$ cat config.mk
export PLATFORM = sky130hd
export DESIGN_NAME = fetch_unit
export DESIGN_NICKNAME = d
export VERILOG_FILES = /design/src/rtl/fetch_pkg.sv /design/src/rtl/pc_reg.sv /design/src/rtl/fetch_unit.sv
export SDC_FILE = /design/constraint.sdc
export NUM_CORES = 1
export LEC_CHECK = 0
export CAP_MARGIN = 20
export CORE_MARGIN = 1.5
export CORE_UTILIZATION = 44
export CTS_CLUSTER_DIAMETER = 100
export DETAILED_ROUTE_END_ITERATION = 6
export PLACE_DENSITY_LB_ADDON = 0.3
export SLEW_MARGIN = 25
export SYNTH_ARGS = -nofsm -noshare
export SYNTH_HDL_FRONTEND = slang
export SYNTH_HIERARCHICAL = 1
export SYNTH_SLANG_ARGS = --single-unit
$ cat constraint.sdc
create_clock -name clk -period 4.2 [get_ports clk]
set_clock_uncertainty 0.1 [all_clocks]
set_input_delay 0.42 -clock clk [delete_from_list [all_inputs] [get_ports clk]]
set_output_delay 0.42 -clock clk [all_outputs]
set_load 0.01 [all_outputs]
$ cat src/rtl/fetch_pkg.sv
// Shared encodings for the instruction fetch unit: PC source selects,
// fetch FSM states and the NOP instruction word.
package fetch_pkg;

  localparam logic [1:0] PCSRC_ALU = 2'b00;
  localparam logic [1:0] PCSRC_JMP = 2'b01;

  localparam logic [15:0] NOP_INSTR = 16'h0000;

  typedef enum logic {
    ST_IDLE = 1'b0,
    ST_WAIT = 1'b1
  } fetch_state_t;

endpackage : fetch_pkg

$ cat src/rtl/pc_reg.sv
// Program counter with branch-condition write enable and next-PC mux.
// Updates every cycle independently of the fetch state.
module pc_reg
  import fetch_pkg::*;
#(
  parameter logic [15:0] RESET_PC = 16'h0000
) (
  input  logic        clk,
  input  logic        rst,
  input  logic        pc_write,
  input  logic        beq_cond,
  input  logic        bnq_cond,
  input  logic [1:0]  pc_src,
  input  logic [15:0] alu_result,
  input  logic        alu_zero,
  input  logic [11:0] jmp_field,
  output logic [15:0] pc
);

  logic        pc_we;
  logic [15:0] pc_d;

  // Both conditional enables high means "branch either way": always taken.
  assign pc_we = pc_write | (beq_cond & alu_zero) | (bnq_cond & ~alu_zero);

  // NOTE: combinational blocks assign a default first so no path infers a latch.
  always_comb begin
    pc_d = pc;
    if (pc_we) begin
      case (pc_src)
        PCSRC_ALU: pc_d = alu_result;
        PCSRC_JMP: pc_d = {pc[15:12], jmp_field};
        default:   pc_d = pc;
      endcase
    end
  end

  // NOTE: sequential state uses non-blocking assignments so all registers update together.
  always_ff @(posedge clk or negedge rst) begin
    if (!rst) pc <= RESET_PC;
    else      pc <= pc_d;
  end

endmodule : pc_reg

$ cat src/rtl/fetch_unit.sv
// Instruction fetch unit: PC register, two-state fetch FSM and IR.
// Optional fetch timeout is enabled by defining FETCH_TIMEOUT_EN.
module fetch_unit
  import fetch_pkg::*;
#(
  parameter logic [15:0] RESET_PC       = 16'h0000,
  parameter int          TIMEOUT_CYCLES = 15
) (
  input  logic        clk,
  input  logic        rst,
  input  logic        IRWrite,
  input  logic        PCWrite,
  input  logic        PCBEqCond,
  input  logic        PCBNqCond,
  input  logic [1:0]  PCSrc,
  input  logic [15:0] alu_result,
  input  logic        alu_zero,
  input  logic [15:0] imem_rdata,
  input  logic        imem_ack,
  output logic        imem_req,
  output logic [15:0] imem_addr,
  output logic [15:0] ir,
  output logic [3:0]  opcode,
  output logic [3:0]  func_field,
  output logic [15:0] pc,
  output logic        fetch_busy,
  output logic        fetch_done,
  output logic        fetch_err
);

  if (TIMEOUT_CYCLES < 1 || TIMEOUT_CYCLES > 255) begin : g_bad_timeout
    $error("fetch_unit: TIMEOUT_CYCLES must be within 1..255");
  end

  fetch_state_t state_q, state_d;
  logic [15:0]  addr_q;
  logic         timeout_hit;

  pc_reg #(.RESET_PC(RESET_PC)) u_pc_reg (
    .clk        (clk),
    .rst        (rst),
    .pc_write   (PCWrite),
    .beq_cond   (PCBEqCond),
    .bnq_cond   (PCBNqCond),
    .pc_src     (PCSrc),
    .alu_result (alu_result),
    .alu_zero   (alu_zero),
    .jmp_field  (ir[11:0]),
    .pc         (pc)
  );

`ifdef FETCH_TIMEOUT_EN
  logic [7:0] wait_cnt_q;
  logic       err_q;

  // An ack in the last counted cycle takes priority over the abort.
  assign timeout_hit = (state_q == ST_WAIT) && !imem_ack &&
                       (wait_cnt_q == 8'(TIMEOUT_CYCLES - 1));

  always_ff @(posedge clk or negedge rst) begin
    if (!rst) begin
      wait_cnt_q <= 8'd0;
    end else if (state_q == ST_WAIT && state_d == ST_WAIT) begin
      wait_cnt_q <= wait_cnt_q + 8'd1;
    end else begin
      wait_cnt_q <= 8'd0;
    end
  end

  always_ff @(posedge clk or negedge rst) begin
    if (!rst) err_q <= 1'b0;
    else      err_q <= timeout_hit;
  end

  assign fetch_err = err_q;
`else
  assign timeout_hit = 1'b0;
  assign fetch_err   = 1'b0;
`endif

  always_comb begin
    state_d = state_q;
    case (state_q)
      ST_IDLE: if (IRWrite) state_d = ST_WAIT;
      ST_WAIT: if (imem_ack || timeout_hit) state_d = ST_IDLE;
      default: state_d = ST_IDLE;
    endcase
  end

  always_ff @(posedge clk or negedge rst) begin
    if (!rst) state_q <= ST_IDLE;
    else      state_q <= state_d;
  end

  // Address is captured from the pre-update pc, so a same-cycle PC write is not seen.
  always_ff @(posedge clk or negedge rst) begin
    if (!rst) begin
      addr_q     <= RESET_PC;
      ir         <= NOP_INSTR;
      fetch_done <= 1'b0;
    end else begin
      fetch_done <= 1'b0;
      if (state_q == ST_IDLE && IRWrite) begin
        addr_q <= pc;
      end
      if (state_q == ST_WAIT && imem_ack) begin
        ir         <= imem_rdata;
        fetch_done <= 1'b1;
      end else if (timeout_hit) begin
        ir         <= NOP_INSTR;
        fetch_done <= 1'b1;
      end
    end
  end

  assign imem_req   = (state_q == ST_WAIT);
  assign fetch_busy = (state_q == ST_WAIT);
  assign imem_addr  = addr_q;
  assign opcode     = ir[15:12];
  assign func_field = ir[3:0];

endmodule : fetch_unit

# == Word-level counts from Yosys, hierarchy flattened ==
# Cells that the tools add are included.
# op_classes
n_reduce_logical,6
n_lt_le_gt_ge,0
n_mul,0
n_div,0
bitwise,7
n_eq_ne,1
addsub,0
mux,5
shift,0
# op_table
cell,n
$pmux W16 S2,1
$mux W1,3
$not A1 Y1,3
$reduce_and A3 Y1,1
$and A1 B1 Y1,2
$eq A2 B1 Y1 const B,1
$logic_and A1 B1 Y1,2
$logic_not A2 Y1,1
$or A1 B1 Y1,2
$pmux W1 S2,1
$reduce_and A2 Y1,1
$reduce_bool A2 Y1,1
# totals
elab_cells,25
ramBits,0
out_inout_bits,60
romBits,0
n_memories,0
latchBits,0
ff_bits,50

# == Depth between registers and ports, before layout ==
# logic_depth
depth_word,4
ltp_mapped,4
ltp_nobuf,3

# == Hierarchy ==
# The synthesis kept the hierarchy.
# modules_own_cells
mod,cells_per_inst,seq_area_each_um2,area_per_inst_um2,n_inst
fetch_unit,84,850.8,1347.5,1
pc_reg,50,400.4,824.5,1

# == Least setup slack after synthesis ==
# OpenSTA, ideal clock, no wires.
# synth_path
kind,input-to-reg
start,in alu_zero
end,reg u_pc_reg.pc[0]
arrival_ps,1252
t_required_ps,3975
setup_ps,125
stages,4
slack_ps,2723
path_cell_list,mux2i_1 a21oi_2 buf_6 mux2_4
# synth_via
elab_chain_len,4
elab_cells_between_ends,6
cone_classes,bitwise (5); reduce/logical (1)
# synth_rtl
item,line,text
"start, declared",fetch_unit.sv:17,"input logic alu_zero,"
$and A1 B1 Y1 or $not A1 Y1 (tied branches),pc_reg.sv:24,assign pc_we = pc_write | (beq_cond & alu_zero) | (bnq_cond & ~alu_zero);
$or A1 B1 Y1 or $and A1 B1 Y1 (tied branches),pc_reg.sv:24,
$or A1 B1 Y1 *,pc_reg.sv:24,
$reduce_and A2 Y1 (no source line) *,n/a,
"end signal, assigned",pc_reg.sv:41,else pc <= pc_d;
"end, declared",pc_reg.sv:17,output logic [15:0] pc
# Mark *: on every way between the ends. The rest lies on a longest branch, timed or not.
# A chain may end at the register's enable or synchronous reset.

# == Final worst setup path ==
# layout_path
start,in alu_zero
end,reg u_pc_reg.pc[3]
# Same word-level chain as after synthesis.

==> impl_results.html <==
<table>
<tr><th>Metric</th><th>Value</th></tr>
<tr><th colspan="2">Floorplanning</th></tr>
<tr><td>Floorplan die height</td><td>73.3 um</td></tr>
<tr><td>Number of top-level design ports</td><td>102</td></tr>
<tr><td>Overall die area</td><td>5370 sq um</td></tr>
<tr><td>Initial Util</td><td>45.7%</td></tr>
<tr><td>Horiz. Die Dim</td><td>73.3 um</td></tr>
<tr><td>Number of standard-cell rows in the floorplan</td><td>25</td></tr>
<tr><td>Area of the core</td><td>4750 sq um</td></tr>
<tr><th colspan="2">STA</th></tr>
<tr><td>Final hold violation count</td><td>0</td></tr>
<tr><td>Finish-stage setup viols</td><td>0</td></tr>
<tr><td>Final critical delay including setup and external delays</td><td>2110 ps</td></tr>
<tr><td>Hold Slack</td><td>35.4 ps</td></tr>
<tr><td>Final total negative setup slack</td><td>0 ps</td></tr>
<tr><td>Total count of max-transition violations in the final report</td><td>0</td></tr>
<tr><td>Normalized max-slew margin</td><td>35.0%</td></tr>
<tr><td>Least-Margin Pin Slew</td><td>975 ps</td></tr>
<tr><td>Fmax</td><td>475 MHz</td></tr>
<tr><td>RSZ-0062 raised after global routing</td><td>false</td></tr>
<tr><td>Share of the clock period used by the worst path</td><td>50.1%</td></tr>
<tr><th colspan="2">Setup path</th></tr>
<tr><td>Critical Path Source Type</td><td>input pin</td></tr>
<tr><td>Arrival time reported for the critical path endpoint</td><td>2200 ps</td></tr>
<tr><td>Critical path fanouts, max</td><td>12</td></tr>
<tr><td>Critical path data required time</td><td>4290 ps</td></tr>
<tr><td>Max stage delay on crit path</td><td>760 ps</td></tr>
<tr><td>Setup crit end kind</td><td>flop</td></tr>
<tr><td>Worst setup path class</td><td>input pin to flop</td></tr>
<tr><td>Critical path's top delay family</td><td>compound AO/OA/AOI/OAI gates</td></tr>
<tr><td>Buffers plus inverters on the worst setup path</td><td>1</td></tr>
<tr><td>Critical Path, Cell by Cell</td><td>clkdlybuf4s50_1 &gt; mux2i_1 &gt; a21oi_2 &gt; mux2_2</td></tr>
<tr><td>Master of the slowest instance on the critical path</td><td>a21oi_2</td></tr>
<tr><th colspan="2">Routing</th></tr>
<tr><td>DRC violations left</td><td>0</td></tr>
<tr><td>Wire length on met1</td><td>2100 um</td></tr>
<tr><td>Wirelength per Cell</td><td>15.5 um</td></tr>
<tr><td>Antenna viol nets, final</td><td>0</td></tr>
<tr><td>Violation count after the first detailed-routing iteration</td><td>87</td></tr>
<tr><td>Total routed wirelength</td><td>4550 um</td></tr>
<tr><td>WL met3</td><td>277 um</td></tr>
<tr><td>Routed length on met2</td><td>2100 um</td></tr>
<tr><td>Routed vias/inst</td><td>4.72</td></tr>
<tr><td>Detailed-router iteration count before antenna repair</td><td>2</td></tr>
<tr><td>Via count</td><td>1,387</td></tr>
<tr><td>Top routing layer used</td><td>met4</td></tr>
<tr><th colspan="2">Clock network</th></tr>
<tr><td>Number of clock buffers inserted by TritonCTS</td><td>5</td></tr>
<tr><td>CTS tree</td><td>yes</td></tr>
<tr><td>Clk Latency, worst-skew pair</td><td>290 ps</td></tr>
<tr><td>Clk buf depth</td><td>2</td></tr>
<tr><td>Post-CTS clock slew at the launch and capture registers of the worst setup and hold paths</td><td>90 ps</td></tr>
<tr><td>Count of hold buffers inserted by post-cts repair</td><td>0</td></tr>
<tr><td>Buffer cell driving the clock tree root</td><td>clkbuf_8</td></tr>
<tr><td>Cts repair resizes</td><td>0</td></tr>
<tr><td>Setup repair bufs after CTS</td><td>0</td></tr>
<tr><td>Number of levels the H-tree was split into</td><td>2</td></tr>
<tr><td>Total number of clock tree sinks</td><td>50</td></tr>
<tr><th colspan="2">Logic synthesis</th></tr>
<tr><td>Post-synthesis net count</td><td>176</td></tr>
<tr><td>Area share of the largest cell type after synthesis</td><td>57.6%</td></tr>
<tr><td>Dominant register cell in the synthesized netlist</td><td>dfrtp_1</td></tr>
<tr><td>Number of enable-type register cells in the synthesized netlist</td><td>0</td></tr>
<tr><td>Post-synthesis instance area</td><td>2170 sq um</td></tr>
<tr><td>Most frequent cells after synthesis</td><td>50 x dfrtp_1, 46 x mux2_2, 14 x mux2_4, 10 x buf_4, 4 x buf_6</td></tr>
<tr><td>Async S/R FF share, synth</td><td>100%</td></tr>
<tr><td>Count of cell types in the netlist</td><td>14</td></tr>
<tr><td>Post-Synthesis Mean Instance Area</td><td>16.2 sq um</td></tr>
<tr><td>Area leader, netlist</td><td>dfrtp_1</td></tr>
<tr><td>Total of flip-flops plus latches after synthesis</td><td>50</td></tr>
<tr><td>Part of the Yosys area used for sequential elements</td><td>57.6%</td></tr>
<tr><td>Synth Warn #</td><td>6</td></tr>
<tr><td>Syn Inst Count</td><td>134</td></tr>
<tr><td>Largest cells by area after synthesis</td><td>dfrtp_1 58%, mux2_2 24%, mux2_4 9.7%</td></tr>
<tr><td>Most repeated cell in the gate-level netlist after synthesis</td><td>dfrtp_1</td></tr>
<tr><th colspan="2">Global route</th></tr>
<tr><td>Maximum number of pins on one net before global-route repair</td><td>51</td></tr>
<tr><td>Antenna violations before repair</td><td>0</td></tr>
<tr><td>Final global-route overflow total</td><td>0</td></tr>
<tr><td>First-pass GRT wire length</td><td>7090 um</td></tr>
<tr><td>Global Route Usage Sum</td><td>17.9%</td></tr>
<tr><td>Vias in the first global route</td><td>1,444</td></tr>
<tr><th colspan="2">Power and ir drop</th></tr>
<tr><td>Maximum ir drop on the vdd rail</td><td>0.000289 V</td></tr>
<tr><td>Total power density per cell area</td><td>512 nW/um^2</td></tr>
<tr><td>P_leak</td><td>1.36 nW</td></tr>
<tr><td>Tot Pwr</td><td>1.65 mW</td></tr>
<tr><th colspan="2">Placement</th></tr>
<tr><td>Placed wire-length estimate after detailed placement</td><td>3250 um</td></tr>
<tr><td>Count of buffers from port buffering</td><td>100</td></tr>
<tr><td>Placer congestion estimate</td><td>0.649</td></tr>
<tr><th colspan="2">Final layout</th></tr>
<tr><td>Share of cells above drive strength 1</td><td>31.7%</td></tr>
<tr><td>Total Nets Final</td><td>268</td></tr>
<tr><td>Synth-to-Final Area Change</td><td>48.2%</td></tr>
<tr><td>Ant. Diodes</td><td>0</td></tr>
<tr><th colspan="2">Hold path</th></tr>
<tr><td>Tightest Hold Check Type</td><td>input pin to asynchronous set/reset pin</td></tr>
<tr><th colspan="2">Outcome</th></tr>
<tr><td>Outcome</td><td>finished, final reports clean</td></tr>
<tr><th colspan="2">Run</th></tr>
<tr><td>Number of max-capacitance violations reported</td><td>0</td></tr>
</table>
[placed cells by master (no fill, tap or decap)]
cell type and count:
conb_1 1, inv_1 2, o21a_1 1, nand2_2 1, clkinv_2 1, mux2i_1 1
clkbuf_1 1, nor2b_2 1, a211o_4 1, clkdlybuf4s50_1 99, clkinv_4 1, a21oi_2 1
buf_4 1, mux2_4 14, dfrtp_1 50, mux2_2 46, clkbuf_8 5
[stage by stage]
stage / worst slack [ps] / instances / area [sq um] / util, %
after floorplan: 2720 / 134 / 2170 / -
after global placement: 1820 / 286 / 3130 / 65.8
after detailed placement: 1760 / 286 / 3130 / 65.9
after CTS: 2110 / 294 / 3220 / 67.7
after global routing: 2030 / 294 / 3220 / 67.7
final: 2090 / 294 / 3220 / 67.7
[logic make-up (layout without fill, tap and decap cells)]
group                  count (synthesis)  in the layout  share of synthesized area [%]
other                                  1              1                          0.173
muxes                                 61             61                           34.0
AOI/OAI and AO/OA                      3              3                           1.56
DFF                                   50             50                           57.6
buffers and inverters                 17            110                           6.11
and+or+nand+nor                        2              2                          0.576
[final timing paths]
path	start	end	slack (ps)	cells past startpoint
min in group clk	imem_addr[8]	imem_addr[8]	410	1
min	rst	ir[10]	40	1
min reg2reg	imem_addr[8]	imem_addr[8]	410	1
max	alu_zero	u_pc_reg/pc[3]	2090	4
max in group asynchronous	rst	ir[4]	3550	1
max reg2reg	fetch_busy	imem_addr[9]	2380	2
[worst reg2reg max path: stages, from the launching register on]
cell and delay [ps]:
dfrtp_1 450, nor2b_2 750, mux2_2 420
[cell type report]
type / count / area, sq um
Clock buffer: 6 / 72.6
Clock inverter: 2 / 13.8
Fill cell: 389 / 1540
Inverter: 2 / 7.51
Multi-Input combinational cell: 67 / 791
Sequential cell: 50 / 1250
Tap cell: 67 / 83.8
Timing Repair Buffer: 100 / 998
[layer usage]
metal	vias up	GRT usage (%)
met5	-	0
met4	0	6.92
met3	8	4.25
met2	53	27.9
met1	681	24.4
li1	645	-
[power by group]
part	switching, mW	internal (mW)
Combinational	0.222	0.443
Clock	0.151	0.118
Sequential	0.0921	0.621
Note: power is estimated with default switching activity, not from simulation.
